`config.mk`:
```
export PLATFORM = sky130hd
export DESIGN_NAME = iot_input_buffer
export DESIGN_NICKNAME = d
export VERILOG_FILES = /design/src/rtl/iot_input_buffer.sv
export SDC_FILE = /design/constraint.sdc
export NUM_CORES = 1
export LEC_CHECK = 0
export BUFFER_PORTS_ARGS = -buffer_cell sky130_fd_sc_hd__buf_4
export CORE_UTILIZATION = 54
export DETAILED_ROUTE_END_ITERATION = 8
export PLACE_DENSITY = 0.84
export SETUP_SLACK_MARGIN = 0.4
export SYNTH_ARGS = -nofsm -noshare
export SYNTH_HDL_FRONTEND = slang
export SYNTH_SLANG_ARGS = --single-unit
```
`constraint.sdc`:
```
create_clock -name clk -period 2.6 [get_ports clk]
set_input_delay 0.52 -clock clk [delete_from_list [all_inputs] [get_ports clk]]
set_output_delay 0.52 -clock clk [all_outputs]
set_load 0.005 [all_outputs]
```
`src/rtl/iot_input_buffer.sv`:
```
// Peripheral input buffer for the M101 bus: synchronizes the device strobe, latches characters,
// keeps the ready/overrun flags, and answers IOP1/IOP2/IOP4 pulses with skip, AC-clear and bus read.
module iot_input_buffer (
    input  logic        clk,
    input  logic        rst_n,
    input  logic [7:0]  dev_data,
    input  logic        dev_strobe,
    input  logic        io_select,
    input  logic        iop1,
    input  logic        iop2,
    input  logic        iop4,
    input  logic        int_en,
    output logic [11:0] bus_data,
    output logic        bus_enable,
    output logic        skip,
    output logic        ac_clear,
    output logic        flag,
    output logic        overrun,
    output logic        int_req
);

    logic       r_sync1;
    logic       r_sync2;
    logic       r_sync2_d;
    logic [1:0] r_settle;
    logic       r_armed;
    logic       r_iop1_d;
    logic       r_iop2_d;
    logic [7:0] r_buf;
    logic       r_flag;
    logic       r_ovr;
    logic       r_pend_valid;
    logic [7:0] r_pend_data;
    logic       r_pend_ovr;
    logic       r_bus_en;
    logic       r_skip;
    logic       r_ac_clr;

    logic       w_load_evt;
    logic       w_iop1_evt;
    logic       w_iop2_evt;
    logic       w_defer;
    logic       w_apply;
    logic       w_load_now;
    logic       w_flag_kept;
    logic       w_ovr_kept;
    logic       w_lost;
    logic [7:0] w_buf_next;
    logic       w_flag_next;
    logic       w_ovr_next;

    // The detector is armed only after the synchronized strobe has been seen low once the
    // synchronizer has refilled after reset, so a strobe held across reset never loads.
    assign w_load_evt  = r_armed & r_sync2 & ~r_sync2_d;
    assign w_iop1_evt  = iop1 & ~r_iop1_d & io_select;
    assign w_iop2_evt  = iop2 & ~r_iop2_d & io_select;

    assign w_defer     = w_load_evt & r_bus_en;
    assign w_apply     = r_pend_valid & ~r_bus_en;
    assign w_load_now  = w_load_evt & ~r_bus_en;

    assign w_flag_kept = r_flag & ~w_iop2_evt;
    assign w_ovr_kept  = r_ovr & ~w_iop2_evt;

    // A character is lost when a new one lands on an unread (and not just cleared) buffer,
    // or when the pending slot had already been overwritten while the bus was busy.
    assign w_lost = (w_apply & (w_flag_kept | r_pend_ovr))
                  | (w_load_now & (w_apply | w_flag_kept));

    always_comb begin
        w_buf_next = r_buf;
        if (w_load_now) begin
            w_buf_next = dev_data;
        end else if (w_apply) begin
            w_buf_next = r_pend_data;
        end
    end

    assign w_flag_next = w_load_now | w_apply | w_flag_kept;
    assign w_ovr_next  = w_ovr_kept | w_lost;

    always_ff @(posedge clk) begin
        if (!rst_n) begin
            r_sync1      <= 1'b0;
            r_sync2      <= 1'b0;
            r_sync2_d    <= 1'b0;
            r_settle     <= 2'd0;
            r_armed      <= 1'b0;
            r_iop1_d     <= 1'b0;
            r_iop2_d     <= 1'b0;
            r_buf        <= 8'h00;
            r_flag       <= 1'b0;
            r_ovr        <= 1'b0;
            r_pend_valid <= 1'b0;
            r_pend_data  <= 8'h00;
            r_pend_ovr   <= 1'b0;
            r_bus_en     <= 1'b0;
            r_skip       <= 1'b0;
            r_ac_clr     <= 1'b0;
        end else begin
            r_sync1   <= dev_strobe;
            r_sync2   <= r_sync1;
            r_sync2_d <= r_sync2;
            if (r_settle != 2'd2) begin
                r_settle <= r_settle + 2'd1;
            end
            if ((r_settle == 2'd2) && !r_sync2) begin
                r_armed <= 1'b1;
            end

            r_iop1_d <= iop1;
            r_iop2_d <= iop2;

            r_buf  <= w_buf_next;
            r_flag <= w_flag_next;
            r_ovr  <= w_ovr_next;

            // The pending slot holds at most one character while a bus read is in progress.
            if (w_defer) begin
                r_pend_valid <= 1'b1;
                r_pend_data  <= dev_data;
                r_pend_ovr   <= r_pend_ovr | r_pend_valid;
            end else if (w_apply) begin
                r_pend_valid <= 1'b0;
                r_pend_ovr   <= 1'b0;
            end

            r_bus_en <= iop4 & io_select;
            r_skip   <= w_iop1_evt & r_flag;
            r_ac_clr <= w_iop2_evt;
        end
    end

    assign bus_data   = r_bus_en ? {4'h0, r_buf} : 12'h000;
    assign bus_enable = r_bus_en;
    assign skip       = r_skip;
    assign ac_clear   = r_ac_clr;
    assign flag       = r_flag;
    assign overrun    = r_ovr;
    assign int_req    = r_flag & int_en;

endmodule

```
==> flow_summary.json, run 1 <==
{
  "status": "completed",
  "yosysWarningCount": 0,
  "drive_above_1_share_pct": 21.8,
  "slew_headroom_pct": 52.1,
  "first_pass_iters": 4,
  "fillers": 177,
  "final_area_mm2": 0.00153,
  "drc": 0,
  "cts_tree": "yes",
  "clock.fmax_mhz": 566,
  "tightest_slew_ns": 0.718,
  "num-nets-final": 186,
  "drv_cap": 0,
  "worst-setup-path-type": "register to output port",
  "area_growth_syn_to_layout_pct": 22.7,
  "design.die.area_mm2": 0.00251,
  "syn_area_mm2": 0.00125,
  "use_met1_pct": 26.7,
  "netlist.area_leader.share_pct": 49.7,
  "core_mm2": 0.00219,
  "p_per_area_mw_per_mm2": 672,
  "grt_pass1_vias": 986,
  "drv_slew": 0,
  "die_height_um": 50.1,
  "worstSkewPairLatency_ns": 0.34,
  "ys_ff_latch": 31,
  "drtIter0Drc": 28,
  "cp-start-kind": "register",
  "grt-ovfl-total": 0,
  "rsz0062_at_grt": "false",
  "numPortBuffers": 29,
  "ctsResizeCount": 0,
  "grt_usage_pct": 23.7,
  "clkTransAtPathRegs_ns": 0.10,
  "post-route-period-util_pct": 67.9,
  "grt_use_met2_pct": 38.2,
  "finalHoldViolCount": 0,
  "holdBufCountCts": 0,
  "pre_cts_slack_ns": 1.10,
  "setup_viol": 0,
  "placed_cells": 190,
  "syn_inst": 142,
  "cp.required_ns": 2.08,
  "antenna_found_initial": 0,
  "cts_setup_buffers": 0,
  "ant_nets": 0,
  "place_area_mm2": 0.00144,
  "initial_utilization_pct": 56.9,
  "skew_ns": 0.00608,
  "clkSinkCount": 31,
  "wl_per_cell_um": 13.2,
  "synth_cell_types": 26,
  "hp-class": "primary input to register",
  "globalplace.congestion": 0.774,
  "period_minus_slack_ns": 1.77,
  "drt_wl_total_mm": 2.62,
  "root_buffer": "clkbuf_4",
  "num_rows": 17,
  "finalSetupTns_ns": 0,
  "via_per_inst": 5.63,
  "total_leakage_power_nw": 0.609,
  "antenna_cells": 0,
  "io_pins": 34,
  "synth_area_leader_cell": "dfxtp_1",
  "seq_area_frac_synth_pct": 49.7,
  "ys_top_cells_by_area": "dfxtp_1 (50%), a21oi_1 (7.6%), and2_1 (6.5%)",
  "clk_path_buf_depth": 2,
  "grt_busiest_layer": "met2",
  "fp.dieW_um": 50.1,
  "crit_arrival_ns": 1.25,
  "via_count": 1114,
  "end_kind": "output port",
  "syn_area_per_cell_um2": 8.78,
  "finalNonFillerCells": 198,
  "vdd_drop_max_uv": 553,
  "finalWorstSetupSlack_ns": 0.834,
  "cp_max_fo": 16,
  "htree_levels": 2,
  "grt_max_degree": 25,
  "grt_pass1_wl_mm": 4.31,
  "fin_util_pct": 69.8,
  "cts_buffers": 5,
  "hpwl_mm": 1.80,
  "use_met3_pct": 11.1
}
-- registers in the layout, summed over array words and instances (netlist names) --
register and flops:
r_sync2 1, overrun 1, skip 1, bus_enable 1, r_pend_valid 1, r_pend_ovr 1
r_pend_data 8, r_armed 1, r_iop1_d 1, r_sync1 1, r_iop2_d 1, r_sync2_d 1
r_buf 8, flag 1, ac_clear 1, r_settle 2
-- synth_stat cells, drive strengths merged --
master	n
and2	13
and4b	1
nor2b	1
nand3	10
and3	1
a32oi	8
buf	8
nand4bb	2
a41oi	1
nand2	20
nor2	8
dfxtp	31
a31oi	1
nand2b	1
clkbuf	4
nand4b	1
xor2	1
a22oi	1
a21oi	19
conb	1
inv	4
o211ai	1
ha	1
and4bb	1
nand3b	2
-- logic make-up (layout without fill, tap and decap cells) --
group,after synthesis,in the layout,share of synthesized area [%]
AO/OA/AOI/OAI,31,31,15.6
flip-flops,31,31,49.7
XOR/XNOR,1,1,0.702
adder cells (fa/ha/maj),1,1,1.00
other,1,4,0.301
buffers and inverters,16,41,6.62
AND/OR/NAND/NOR,61,61,26.0
-- per-stage QoR --
stage          hold slack (ns)  total power (W)
6_report                 0.381          0.00103
5_1_grt                  0.369          0.00108
4_1_cts                  0.382          0.00103
3_5_place_dp             0.377         0.000641
3_3_place_gp             0.379         0.000632
2_1_floorplan            0.367         0.000606
-- metal layers --
| metal | up-vias | share of wire, % |
|---|---|---|
| li1 | 541 | - |
| met1 | 518 | 41 |
| met2 | 48 | 49 |
| met3 | 7 | 8.5 |
| met4 | 0 | 1.6 |
| met5 | - | 0 |
-- path summary, 6_finish.rpt --
check	depth (start not counted)	from	end	slack, ns
max	2	bus_enable	bus_data[2]	0.83
min	2	dev_strobe	r_sync1	0.38
max reg2reg	3	bus_enable	r_buf[3]	1.07
min reg2reg	1	r_iop1_d	skip	0.39
-- placed cells by master, fill, tap and decap left out, drive strengths merged, types with 2 or more instances in the layout --
| cell type | instances |
|---|---|
| and2 | 13 |
| a32oi | 8 |
| nand4bb | 2 |
| nor2 | 8 |
| nand3 | 10 |
| a21oi | 19 |
| nand3b | 2 |
| dfxtp | 31 |
| conb | 4 |
| clkbuf | 6 |
| buf | 29 |
| inv | 4 |
| nand2 | 20 |
-- final cells by class --
type                            instances  area (um^2)  share of cell area [%]
Clock inverter                          2         35.0                    2.29
Timing Repair Buffer                   29          218                    14.2
Inverter                                4         15.0                   0.981
Sequential cell                        31          621                    40.6
Multi-Input combinational cell         98          556                    36.3
Clock buffer                            6         51.3                    3.35
Tap cell                               28         35.0                    2.29
-- where the power goes --
| group | leakage, nW | total, W | switching, W | internal, W |
|---|---|---|---|---|
| logic | 0.309 | 0.000107 | 0.0000551 | 0.0000515 |
| registers | 0.252 | 0.000524 | 0.0000212 | 0.000503 |
| clock network | 0.0482 | 0.000398 | 0.000171 | 0.000227 |
-- worst max-delay path: stages, from the launching register on --
cell and delay [ns]:
dfxtp_1 0.60, and2_1 0.20, buf_4 0.11
(Power assumes the default switching activity.)
==> run 2: changes to the inputs <==
--- a/config.mk
+++ b/config.mk
@@ -6,9 +6,9 @@
 export NUM_CORES = 1
 export LEC_CHECK = 0
 export BUFFER_PORTS_ARGS = -buffer_cell sky130_fd_sc_hd__buf_4
-export CORE_UTILIZATION = 54
+export CORE_UTILIZATION = 45
 export DETAILED_ROUTE_END_ITERATION = 8
-export PLACE_DENSITY = 0.84
+export PLACE_DENSITY = 0.75
 export SETUP_SLACK_MARGIN = 0.4
 export SYNTH_ARGS = -nofsm -noshare
 export SYNTH_HDL_FRONTEND = slang
==> constraint.sdc (replaced) <==
create_clock -name clk -period 1.45 [get_ports clk]
set_input_delay 0.29 -clock clk [delete_from_list [all_inputs] [get_ports clk]]
set_output_delay 0.29 -clock clk [all_outputs]
set_load 0.005 [all_outputs]
==> run 2 against run 1 <==
Compared with the run above: combinational power is 110% higher; count of clock-buffer cells in the layout is 1 higher; clock skew is 0.00060 ns lower; hold slack worse by 0.22 ns; largest power group unchanged.
==> flow_summary.json, run 2 (same netlist as run 1, synthesis figures left out) <==
{
  "htree_levels": 2,
  "post-route-period-util_pct": 90.7,
  "hp-class": "primary input to register",
  "dr.max_layer_used": "met4",
  "initial_utilization_pct": 49.0,
  "ant_nets": 0,
  "grt_pass1_wl_mm": 4.76,
  "place_area_mm2": 0.00149,
  "vdd_drop_max_uv": 726,
  "largestRegisters": "r_buf x8, r_pend_data x8, r_settle x2",
  "numPortBuffers": 29,
  "seqPwrFrac_pct": 57.4,
  "cp-start-kind": "register",
  "drc": 0,
  "critical-path-top-delay-family": "flip-flops",
  "grt_max_degree": 13,
  "hold_path_end": "r_sync1",
  "hpwl_mm": 1.94,
  "pwr-share-comb_pct": 13.7,
  "status": "completed",
  "num-nets-final": 203,
  "cts_tree": "yes",
  "grt-ovfl-total": 0,
  "fp.dieW_um": 54.7,
  "root_buffer": "clkbuf_4",
  "area_growth_syn_to_layout_pct": 36.0,
  "via_count": 1179,
  "setup_viol": 0,
  "drv_cap": 0,
  "pre_cts_slack_ns": 0.110,
  "worst_path_largest_cell_delay_ns": 0.39,
  "antenna_found_initial": 0,
  "grt_pass1_vias": 1103,
  "layout_common_cells": "buf_4 (40), dfxtp_1 (23), nand2_1 (20)",
  "r2r_cells": 4,
  "intPower_w": 0.00120,
  "drtIter0Drc": 33,
  "die_height_um": 54.7,
  "fin_util_pct": 66.7,
  "p_sw_w": 0.000444,
  "r2r_start": "bus_enable",
  "skew_ns": 0.00548,
  "hp-start": "dev_strobe",
  "worst-setup-path-type": "register to output port",
  "finalSetupTns_ns": 0,
  "worstSkewPairLatency_ns": 0.33,
  "pwr-share-clk_pct": 28.9,
  "crit_arrival_ns": 1.03,
  "r2r-end": "r_buf[6]",
  "final_common_cell": "buf_4",
  "met2_length_mm": 1.56,
  "clkTransAtPathRegs_ns": 0.09,
  "grt_usage_pct": 23.0,
  "end_kind": "output port",
  "finalWorstSetupSlack_ns": 0.134,
  "cts_buffers": 5,
  "via_per_inst": 5.43,
  "wl_met3_um": 217,
  "hold_path_depth": 2,
  "io_pins": 34,
  "period_minus_slack_ns": 1.32,
  "cp_max_fo": 12,
  "finalHoldViolCount": 0,
  "core_mm2": 0.00254,
  "design.die.area_mm2": 0.00299,
  "path_cells": "and2_1 -> buf_4",
  "globalplace.congestion": 0.790,
  "critPathSlowestCell": "dfxtp_4",
  "wl_per_cell_um": 14.3,
  "antenna_cells": 0,
  "crit_buf_inv": 1,
  "drt_wl_total_mm": 3.11,
  "num_rows": 18,
  "cp.required_ns": 1.16,
  "swShare_pct": 27.0,
  "total_leakage_power_nw": 0.683,
  "final_area_mm2": 0.00170,
  "drv_slew": 0,
  "drive_above_1_share_pct": 35.8,
  "clkSinkCount": 31,
  "p_per_area_mw_per_mm2": 970,
  "first_pass_iters": 4,
  "wl_met1_mm": 1.27,
  "rsz0062_at_grt": "true",
  "fillers": 212,
  "r2r_slack_ns": 0.26,
  "clk_path_buf_depth": 2,
  "clock.fmax_mhz": 760,
  "power_w": 0.00165
}
## run 2: cell count changes in the layout (fill, tap and decap cells not counted), sizes merged
cell | previous run | this run
bufinv | 1 | 0
buf | 29 | 45
clkbuf | 6 | 7
and4b | 1 | 2
## run 2: power by group through the flow
| stage | registers [W] | logic [W] | clock network, W |
|---|---|---|---|
| after floorplan | 0.000948 | 0.000140 | 0 |
| after global placement | 0.000954 | 0.000187 | 0 |
| after detailed placement | 0.000960 | 0.000203 | 0 |
| after CTS | 0.000942 | 0.000222 | 0.000482 |
| after global routing | 0.000953 | 0.000256 | 0.000532 |
| final | 0.000946 | 0.000225 | 0.000476 |
## run 2: timing repair
item                       4_1_cts  5_1_grt
setup buffers                   10        1
setup endpoints to repair       33       34
hold buffers                     0        0
gates cloned                     1        0
pin swaps                        3        1
resized for setup               20        5
## run 2: through the flow
| stage | hold WS (ns) | cells |
|---|---|---|
| floorplan | 0.367 | 145 |
| global placement | 0.379 | 197 |
| detailed placement | 0.375 | 197 |
| CTS | 0.157 | 216 |
| global route | 0.160 | 217 |
| finish | 0.161 | 217 |
## run 2: worst max-delay path by stage
stage / start / endpoint / slack (ns) / depth (start not counted)
5_1_grt: bus_enable / bus_data[5] / 0.08 / 2
2_1_floorplan: bus_enable / overrun / 0.40 / 4
4_1_cts: bus_enable / bus_data[2] / 0.14 / 2
3_3_place_gp: bus_enable / overrun / 0.17 / 3
6_report: bus_enable / bus_data[2] / 0.13 / 2
3_5_place_dp: bus_enable / overrun / 0.11 / 3
## run 2: layer usage
metal,vias to the layer above,track usage (%)
met5,-,0
li1,580,-
met4,0,12.8
met1,544,25.0
met3,9,6.11
met2,46,39.8
## run 2: worst register-to-register path, delay by kind of cell (launching register included)
kind,cells,cell delay (ns)
buffers and inverters,1,0.15
AO/OA/AOI/OAI,2,0.26
AND/OR/NAND/NOR,1,0.26
flip-flops,1,0.42
## run 2: layout make-up
| class | count | area (um^2) | share of cell area, % |
|---|---|---|---|
| flip-flops and latches | 31 | 636 | 37.5 |
| multi-input cells | 99 | 602 | 35.5 |
| repair buffers | 45 | 357 | 21.0 |
| clock buffers | 7 | 45.0 | 2.65 |
| well taps | 30 | 37.5 | 2.21 |
| inverters | 4 | 15.0 | 0.885 |
| clock inverters | 1 | 5.00 | 0.295 |
==> run 3: changes to the inputs <==
--- a/config.mk
+++ b/config.mk
@@ -6,9 +6,9 @@
 export NUM_CORES = 1
 export LEC_CHECK = 0
 export BUFFER_PORTS_ARGS = -buffer_cell sky130_fd_sc_hd__buf_4
-export CORE_UTILIZATION = 45
+export CORE_UTILIZATION = 54
 export DETAILED_ROUTE_END_ITERATION = 8
-export PLACE_DENSITY = 0.75
+export PLACE_DENSITY = 0.84
 export SETUP_SLACK_MARGIN = 0.4
 export SYNTH_ARGS = -nofsm -noshare
 export SYNTH_HDL_FRONTEND = slang
==> constraint.sdc (replaced) <==
create_clock -name clk -period 1.6 [get_ports clk]
set_input_delay 0.32 -clock clk [delete_from_list [all_inputs] [get_ports clk]]
set_output_delay 0.32 -clock clk [all_outputs]
set_load 0.005 [all_outputs]
==> run 3 against run 2 <==
Compared with the run above: final cell count fell by 3.7%; register-to-register slack got worse by 0.03 ns; flip-flop and latch count did not move; sequential share of layout area rose by 0.50 points; non-clock buffer count fell by 5; largest power group unchanged; die area fell by 16%.
==> flow_summary.json, run 3 (same netlist as run 1, synthesis figures left out) <==
{
  "setup_viol": 0,
  "via_per_inst": 5.62,
  "core_mm2": 0.00219,
  "holdBufCountCts": 0,
  "worst-setup-path-type": "register to register",
  "skew_ns": 0.0177,
  "clk_path_buf_depth": 2,
  "antenna_cells": 0,
  "fillers": 147,
  "drv_slew": 0,
  "grt_usage_pct": 24.7,
  "hpwl_mm": 1.91,
  "htree_levels": 2,
  "numPortBuffers": 29,
  "area_growth_syn_to_layout_pct": 32.9,
  "drive_above_1_share_pct": 31.5,
  "p_per_area_mw_per_mm2": 921,
  "clock.fmax_mhz": 731,
  "final_area_mm2": 0.00166,
  "num_rows": 17,
  "fp.dieW_um": 50.1,
  "drtIter0Drc": 39,
  "layout_common_cells": "buf_4 (38), dfxtp_1 (28), nand2_1 (20)",
  "vdd_drop_max_uv": 589,
  "via_count": 1174,
  "period_minus_slack_ns": 1.37,
  "place_area_mm2": 0.00145,
  "grt-ovfl-total": 0,
  "total_leakage_power_nw": 0.658,
  "grt_max_degree": 25,
  "clkTransAtPathRegs_ns": 0.11,
  "antenna_found_initial": 0,
  "cp_max_fo": 13,
  "power_w": 0.00153,
  "hp-class": "primary input to register",
  "final_common_cell": "buf_4",
  "num-nets-final": 198,
  "end_kind": "register",
  "cts_buffers": 5,
  "ant_nets": 0,
  "drt_wl_total_mm": 3.06,
  "die_height_um": 50.1,
  "worstSkewPairLatency_ns": 0.34,
  "root_buffer": "clkbuf_4",
  "largestRegisters": "r_buf x8, r_pend_data x8, r_settle x2",
  "clkSinkCount": 31,
  "finalSetupTns_ns": 0,
  "finalHoldViolCount": 0,
  "grt_pass1_vias": 1088,
  "grt_pass1_wl_mm": 4.53,
  "cp-start-kind": "register",
  "io_pins": 34,
  "cp.required_ns": 1.85,
  "rsz0062_at_grt": "true",
  "cts_tree": "yes",
  "status": "completed",
  "wl_per_cell_um": 14.7,
  "crit_arrival_ns": 1.62,
  "initial_utilization_pct": 56.9,
  "drc": 0,
  "post-route-period-util_pct": 85.5,
  "drv_cap": 0,
  "first_pass_iters": 4,
  "globalplace.congestion": 0.753,
  "design.die.area_mm2": 0.00251
}
==> run 3: changes by cell type in the layout (fill, tap and decap cells not counted), moves of 2 or more <==
cell,change
dfxtp_1,+5
dfxtp_2,-5
buf_6,-4
and4b_2,-2
buf_4,-2
clkbuf_1,-2
==> run 3: timing repair <==
item / in CTS / in global routing
gates resized for setup: 9 / 8
setup endpoints to repair: 30 / 28
setup buffers: 4 / 6
gates cloned: 0 / 1
pin swaps: 1 / 3
==> run 3: cell type report <==
| class | count | area, um^2 | area share [%] |
|---|---|---|---|
| inverters | 4 | 15.0 | 0.906 |
| clock inverters | 1 | 5.00 | 0.302 |
| multi-input cells | 99 | 606 | 36.5 |
| well taps | 28 | 35.0 | 2.11 |
| repair buffers | 40 | 317 | 19.1 |
| clock buffers | 6 | 51.3 | 3.09 |
| flip-flops and latches | 31 | 629 | 38.0 |
==> run 3: final timing paths <==
path	from	to	slack, ns	cells past startpoint
worst min register to register	r_iop1_d	skip	0.39	1
worst max-delay path	bus_enable	overrun	0.23	4
worst min-delay path	dev_strobe	r_sync1	0.20	2
worst max register to register	bus_enable	overrun	0.23	4
==> run 3: report_power, final <==
group,total (W),switching [W],internal [W]
combinational,0.000196,0.0000948,0.000101
clock,0.000476,0.000273,0.000203
sequential,0.000855,0.0000403,0.000815
==> run 3: per-stage QoR <==
step / utilization (%) / hold slack (ns) / worst slack [ns] / cells
2_1_floorplan: - / 0.367 / 0.501 / 145
3_5_place_dp: 66.2 / 0.386 / 0.0230 / 191
5_1_grt: 75.7 / 0.191 / 0.190 / 209
4_1_cts: 71.2 / 0.191 / 0.236 / 202
6_report: 75.7 / 0.198 / 0.232 / 209
3_3_place_gp: 66.2 / 0.378 / 0.196 / 191
==> run 3: worst max-delay path, stage by stage (launching register included) <==
cell	delay (ns)
dfxtp_4	0.40
buf_4	0.15
and4bb_4	0.36
o211ai_1	0.10
a41oi_1	0.28
==> run 3: metal layers <==
layer / share of wire (%) / vias to the layer above / routed length (um) / global-route usage, %
met5: 0 / - / 0 / 0
met4: 1.4 / 0 / 43 / 15.7
met3: 8.4 / 6 / 258 / 9.26
met2: 51 / 59 / 1560 / 42.4
met1: 39 / 546 / 1210 / 24.6
li1: - / 563 / - / -
